$ cat src/rtl/pipelined_group_adder_if.sv
// Operand/result bus of the pipelined group adder.
// Upstream side: in_valid/in_ready handshake carrying x, y, carry_in, subtract.
// Downstream side: out_valid/out_ready handshake carrying z, carry_out, overflow.
// slave  : the adder's view (consumes operands, produces results).
// master : the environment's view (produces operands, consumes results).
interface pipelined_group_adder_if #(
    parameter int unsigned WIDTH = 8
) ();

    logic             in_valid;
    logic             in_ready;
    logic [WIDTH-1:0] x;
    logic [WIDTH-1:0] y;
    logic             carry_in;
    logic             subtract;
    logic             out_valid;
    logic             out_ready;
    logic [WIDTH-1:0] z;
    logic             carry_out;
    logic             overflow;

    modport slave (
        input  in_valid, x, y, carry_in, subtract, out_ready,
        output in_ready, out_valid, z, carry_out, overflow
    );

    modport master (
        output in_valid, x, y, carry_in, subtract, out_ready,
        input  in_ready, out_valid, z, carry_out, overflow
    );

endinterface

$ cat src/rtl/pipelined_group_adder.sv
// Fully pipelined group ripple-carry adder/subtractor with valid/ready flow control.
// Stage k adds carry group k from its registered carry, so the carry ripples
// one group per clock. Latency is GROUP_COUNT cycles, throughput one per clock.
// Ports:
//   clock  - rising-edge clock
//   reset  - synchronous, active-high; clears all valid bits and result outputs
//   bus    - slave modport: in_valid/in_ready, x, y, carry_in, subtract,
//            out_valid/out_ready, z, carry_out, overflow
// in_ready is the only combinational output and depends on out_ready alone.
module pipelined_group_adder #(
    parameter int unsigned GROUP_COUNT = 2,
    parameter int unsigned GROUP_WIDTH = 4
) (
    input  logic                  clock,
    input  logic                  reset,
    pipelined_group_adder_if.slave bus
);

    localparam int unsigned GC        = GROUP_COUNT;
    localparam int unsigned GW        = GROUP_WIDTH;
    localparam int unsigned GW1       = GW + 1;
    localparam int unsigned WIDTH     = GC * GW;
    localparam int unsigned TOP_SHIFT = WIDTH - GW;
    // Operand skew registers exist only between stages; keep one for GC=1.
    localparam int unsigned OPS       = (GC > 1) ? GC - 1 : 1;

    // Per-stage output registers and their next-state values.
    logic             valid_q [GC];
    logic             valid_d [GC];
    logic             carry_q [GC];
    logic             carry_d [GC];
    logic [WIDTH-1:0] sum_q   [GC];
    logic [WIDTH-1:0] sum_d   [GC];
    logic [WIDTH-1:0] x_q     [OPS];
    logic [WIDTH-1:0] x_d     [OPS];
    logic [WIDTH-1:0] yy_q    [OPS];
    logic [WIDTH-1:0] yy_d    [OPS];
    logic             ovf_q;
    logic             ovf_d;

    // Per-stage inputs: stage 0 from the bus, stage k from stage k-1 registers.
    logic             v_in    [GC];
    logic             c_in    [GC];
    logic [WIDTH-1:0] x_in    [GC];
    logic [WIDTH-1:0] yy_in   [GC];
    logic [WIDTH-1:0] s_in    [GC];
    logic [GW:0]      grp_c   [GC];

    logic             stall_c;

    // Stage datapath: one group add per stage, operands shift down one group.
    always_comb begin
        stall_c  = valid_q[GC-1] & ~bus.out_ready;

        // Subtract folds into the adder as x + ~y + 1 (carry_in inverted).
        x_in[0]  = bus.x;
        yy_in[0] = bus.y ^ {WIDTH{bus.subtract}};
        c_in[0]  = bus.carry_in ^ bus.subtract;
        v_in[0]  = bus.in_valid;
        s_in[0]  = '0;
        for (int k = 1; k < int'(GC); k++) begin
            x_in[k]  = x_q[k-1];
            yy_in[k] = yy_q[k-1];
            c_in[k]  = carry_q[k-1];
            v_in[k]  = valid_q[k-1];
            s_in[k]  = sum_q[k-1];
        end

        for (int k = 0; k < int'(OPS); k++) begin
            x_d[k]  = '0;
            yy_d[k] = '0;
        end

        for (int k = 0; k < int'(GC); k++) begin
            grp_c[k]   = {1'b0, GW'(x_in[k])} + {1'b0, GW'(yy_in[k])} + GW1'(c_in[k]);
            carry_d[k] = grp_c[k][GW];
            valid_d[k] = v_in[k];
            // New group enters at the top; after GC stages group 0 sits at bit 0.
            sum_d[k]   = (s_in[k] >> GW) | (WIDTH'(grp_c[k][GW-1:0]) << TOP_SHIFT);
        end

        for (int k = 0; k < int'(GC) - 1; k++) begin
            x_d[k]  = x_in[k] >> GW;
            yy_d[k] = yy_in[k] >> GW;
        end

        // Carry into the MSB is recovered as sum_msb ^ x_msb ^ y_msb.
        ovf_d = grp_c[GC-1][GW] ^ grp_c[GC-1][GW-1]
              ^ x_in[GC-1][GW-1] ^ yy_in[GC-1][GW-1];
    end

    // Pipeline registers: whole pipe freezes while the output is stalled.
    always_ff @(posedge clock) begin
        if (reset) begin
            for (int k = 0; k < int'(GC); k++) begin
                valid_q[k] <= 1'b0;
                carry_q[k] <= 1'b0;
                sum_q[k]   <= '0;
            end
            for (int k = 0; k < int'(OPS); k++) begin
                x_q[k]  <= '0;
                yy_q[k] <= '0;
            end
            ovf_q <= 1'b0;
        end else if (!stall_c) begin
            for (int k = 0; k < int'(GC); k++) begin
                valid_q[k] <= valid_d[k];
                carry_q[k] <= carry_d[k];
                sum_q[k]   <= sum_d[k];
            end
            for (int k = 0; k < int'(OPS); k++) begin
                x_q[k]  <= x_d[k];
                yy_q[k] <= yy_d[k];
            end
            ovf_q <= ovf_d;
        end
    end

    assign bus.in_ready  = ~stall_c;
    assign bus.out_valid = valid_q[GC-1];
    assign bus.z         = sum_q[GC-1];
    assign bus.carry_out = carry_q[GC-1];
    assign bus.overflow  = ovf_q;

endmodule

$ cat src/flat_wrapper.sv
// flat-port wrapper written by rule: the top's interface ports become plain ports
module pipelined_group_adder_flat 
#(
    parameter int unsigned GROUP_COUNT = 2,
    parameter int unsigned GROUP_WIDTH = 4
)
  (clock, reset, bus_in_valid, bus_x, bus_y, bus_carry_in, bus_subtract, bus_out_ready, bus_in_ready, bus_out_valid, bus_z, bus_carry_out, bus_overflow);
  pipelined_group_adder_if bus_i ();
  input  logic clock;
  input  logic reset;
  input wire logic [$bits(bus_i.in_valid)-1:0] bus_in_valid;
  input wire logic [$bits(bus_i.x)-1:0] bus_x;
  input wire logic [$bits(bus_i.y)-1:0] bus_y;
  input wire logic [$bits(bus_i.carry_in)-1:0] bus_carry_in;
  input wire logic [$bits(bus_i.subtract)-1:0] bus_subtract;
  input wire logic [$bits(bus_i.out_ready)-1:0] bus_out_ready;
  output wire logic [$bits(bus_i.in_ready)-1:0] bus_in_ready;
  output wire logic [$bits(bus_i.out_valid)-1:0] bus_out_valid;
  output wire logic [$bits(bus_i.z)-1:0] bus_z;
  output wire logic [$bits(bus_i.carry_out)-1:0] bus_carry_out;
  output wire logic [$bits(bus_i.overflow)-1:0] bus_overflow;
  assign bus_i.in_valid = bus_in_valid;
  assign bus_i.x = bus_x;
  assign bus_i.y = bus_y;
  assign bus_i.carry_in = bus_carry_in;
  assign bus_i.subtract = bus_subtract;
  assign bus_i.out_ready = bus_out_ready;
  assign bus_in_ready = bus_i.in_ready;
  assign bus_out_valid = bus_i.out_valid;
  assign bus_z = bus_i.z;
  assign bus_carry_out = bus_i.carry_out;
  assign bus_overflow = bus_i.overflow;
  pipelined_group_adder #(.GROUP_COUNT(GROUP_COUNT), .GROUP_WIDTH(GROUP_WIDTH)) u_core (.clock(clock), .reset(reset), .bus(bus_i));
endmodule
$ cat config.mk
export PLATFORM = sky130hd
export DESIGN_NAME = pipelined_group_adder_flat
export DESIGN_NICKNAME = d
export VERILOG_FILES = /design/src/rtl/pipelined_group_adder_if.sv /design/src/rtl/pipelined_group_adder.sv /design/src/flat_wrapper.sv
export SDC_FILE = /design/constraint.sdc
export NUM_CORES = 1
export LEC_CHECK = 0
export ABC_AREA = 1
export BUFFER_PORTS_ARGS = -buffer_cell sky130_fd_sc_hd__buf_4
export CAP_MARGIN = 20
export CORE_MARGIN = 5
export CORE_UTILIZATION = 45
export DETAILED_ROUTE_END_ITERATION = 8
export PLACE_DENSITY = 0.8
export SYNTH_ARGS = -nofsm -noshare
export SYNTH_HDL_FRONTEND = slang
export SYNTH_SLANG_ARGS = --single-unit
$ cat constraint.sdc
create_clock -name clock -period 2.7 [get_ports clock]
set_clock_uncertainty 0.2 [all_clocks]
set_input_delay 0.54 -clock clock [delete_from_list [all_inputs] [get_ports clock]]
set_output_delay 0.54 -clock clock [all_outputs]
set_load 0.01 [all_outputs]
==> impl_metrics.ini <==
[status]
status = finished clean

[timing]
rsz0062_at_grt = no
worst_hold_slack_ns = 0.3169
finalMaxSlewViolations = 0
tns_ns = 0
slew_headroom_pct = 71.79
hold_viol = 0
max_freq_mhz = 448.2
setup_viol = 0
layout_min_cycle_time_ns = 2.231
fin_crit_sh_pct = 82.64
worst_slew_pin_slew_ns = 0.4216

[yosys]
yosys.area.top_type = edfxtp_1
synthesis.area_um2 = 1363
synthCells = 136
async_flop_share_pct = 0
yosys_warnings = 0
synth_edf_count = 24
syn_nets = 168
yosysSeqAreaShare_pct = 54.36
synth_common_cells = 30 x inv_1, 24 x edfxtp_1, 21 x nor2_1
yosysMostFrequentCell = inv_1
yosysTopAreaCellShare_pct = 52.89
synthFlopType = edfxtp_1
synth_cell_types = 18
synthTopCellsByArea = edfxtp_1 53%, inv_1 8.3%, fa_1 5.9%
synth_seq_cells = 25
postSynthAreaPerCell_um2 = 10.02

[min_path]
min_path_type = in2reg
hold_path_depth = 3

[clocking]
cts_root_buf = clkbuf_4
clock-sinks = 25
cts_tree = done
numCtsBuffers = 3
clkTransAtPathRegs_ns = 0.13
postCtsHoldBufs = 0
h-tree-depth = 1
clock_path_buffers = 2
clock_latency_ns = 0.31
postCtsResizedCells = 0
cts_setup_buffers = 0

[route]
drc = 0
drtIter0Drc = 17
antenna_left = 0
vias = 969
drt-pass1-iter-count = 4
totalWireLength_um = 2252
avgViaCountPerCell = 4.750
post_drt_wl_per_cell_um = 11.04

[grt]
grt_max_degree = 26
grt_usage_pct = 11.70
grt_pass1_wl_um = 3739
antenna_found_initial = 0
overflow = 0
grt_pass1_vias = 900

[die]
core-area_um2 = 2978
rows = 20
fp.dieH_um = 65.03
die_x_um = 65.03
dieArea_um2 = 4228
boundaryPins = 34
start_util_pct = 45.76

[final_layout]
n_fill_cell = 263
seqCellArea_um2 = 740.7
multi_input_area_um2 = 494.2
diodes = 0
nets = 204
area_growth_syn_to_layout_pct = 22.59
layout-drive-gt1-share_pct = 23.98

[placed_design]
gp_congestion = 0.7952
hpwlAfterDp_um = 1758
io_buffers = 33

[pwr]
leakage_nw = 0.8432
total_power_w = 0.0008705
peakVddDrop_mv = 0.2537
p_per_area_nw_per_um2 = 521.1

[critical_path]
worstPathArrival_ns = 2.09
path_class = in2reg
worst-path-max-fanout = 9
cp-end-kind = register
start_kind = primary input
reg2regPathDepth = 10
cp.required_ns = 2.56

[run]
cap_violations = 0
## layout by cell type, fill, tap and decap left out, types with 3 or more instances in the layout
| cell type | count |
|---|---|
| a21oi_1 | 7 |
| buf_4 | 34 |
| clkbuf_4 | 3 |
| edfxtp_1 | 24 |
| fa_1 | 4 |
| ha_1 | 6 |
| inv_1 | 30 |
| nand2_1 | 16 |
| nand3_1 | 8 |
| nor2_1 | 21 |
| xnor2_1 | 4 |
| xor2_1 | 5 |
## sequential cells by signal, indices dropped and copies added (netlist names)
signal / cells
u_core.bus.overflow: 1
u_core.sum_q: 12
u_core.carry_q: 2
u_core.valid_q: 2
u_core.x_q: 4
u_core.yy_q: 4
## where the power goes
| part | switching, W | leakage (nW) | internal [W] |
|---|---|---|---|
| clock network | 0.000104 | 0.0150 | 0.0000577 |
| registers | 0.0000166 | 0.287 | 0.000478 |
| logic | 0.000113 | 0.541 | 0.000102 |
## metrics by stage
step	worst slack (ns)	utilization [%]	instance area (um2)	cells
finish	0.4686	56.09	1670	204
global route	0.4228	56.09	1670	204
CTS	0.4803	56.09	1670	204
detailed placement	0.1384	55.21	1644	200
global placement	0.2067	55.21	1644	200
floorplan	0.2266	-	1363	136
## critical path, cell delays in order
cell and delay (ns):
buf_4 0.16, xor2_1 0.18, fa_1 0.43, fa_1 0.41
nand2_1 0.09, inv_1 0.06, o21ai_0 0.15, a21oi_1 0.08
## layer usage
metal / track usage, % / wire (um) / vias to the layer above
li1: - / - / 496
met1: 13.01 / 896 / 437
met2: 20.31 / 1124 / 32
met3: 2.600 / 173 / 4
met4: 6.995 / 58 / 0
met5: 0 / 0 / -
## final timing paths
kind	from	to	slack, ns
worst max-delay path	bus_subtract	u_core.carry_q[0][0]$_SDFFCE_PN0P_	0.47
worst min-delay path	bus_x[6]	u_core.x_q[0][2]$_SDFFCE_PN0P_	0.32
worst max register to register	u_core.yy_q[0][0]$_SDFFCE_PN0P_	u_core.bus.overflow$_SDFFE_PP0N_	0.73
worst min register to register	u_core.bus.overflow$_SDFFE_PP0N_	u_core.bus.overflow$_SDFFE_PP0N_	0.32
## cell type report
| type | count | area share (%) |
|---|---|---|
| clock buffers | 4 | 1.573 |
| multi-input cells | 78 | 29.59 |
| repair buffers | 34 | 15.28 |
| inverters | 30 | 6.742 |
| flip-flops and latches | 25 | 44.34 |
| well taps | 33 | 2.472 |
## cells by family (layout without fill, tap and decap cells)
| kind of cell | count (synthesis) | count (layout) | share of synthesized area (%) |
|---|---|---|---|
| AOI/OAI and AO/OA | 10 | 10 | 3.948 |
| xor gates and xnor gates | 9 | 9 | 5.785 |
| adders and majority gates | 10 | 10 | 11.39 |
| buffers and inverters | 33 | 68 | 9.366 |
| DFF | 25 | 25 | 54.36 |
| and+or+nand+nor | 49 | 49 | 15.15 |
No activity file was read; power rests on OpenSTA's default activity.
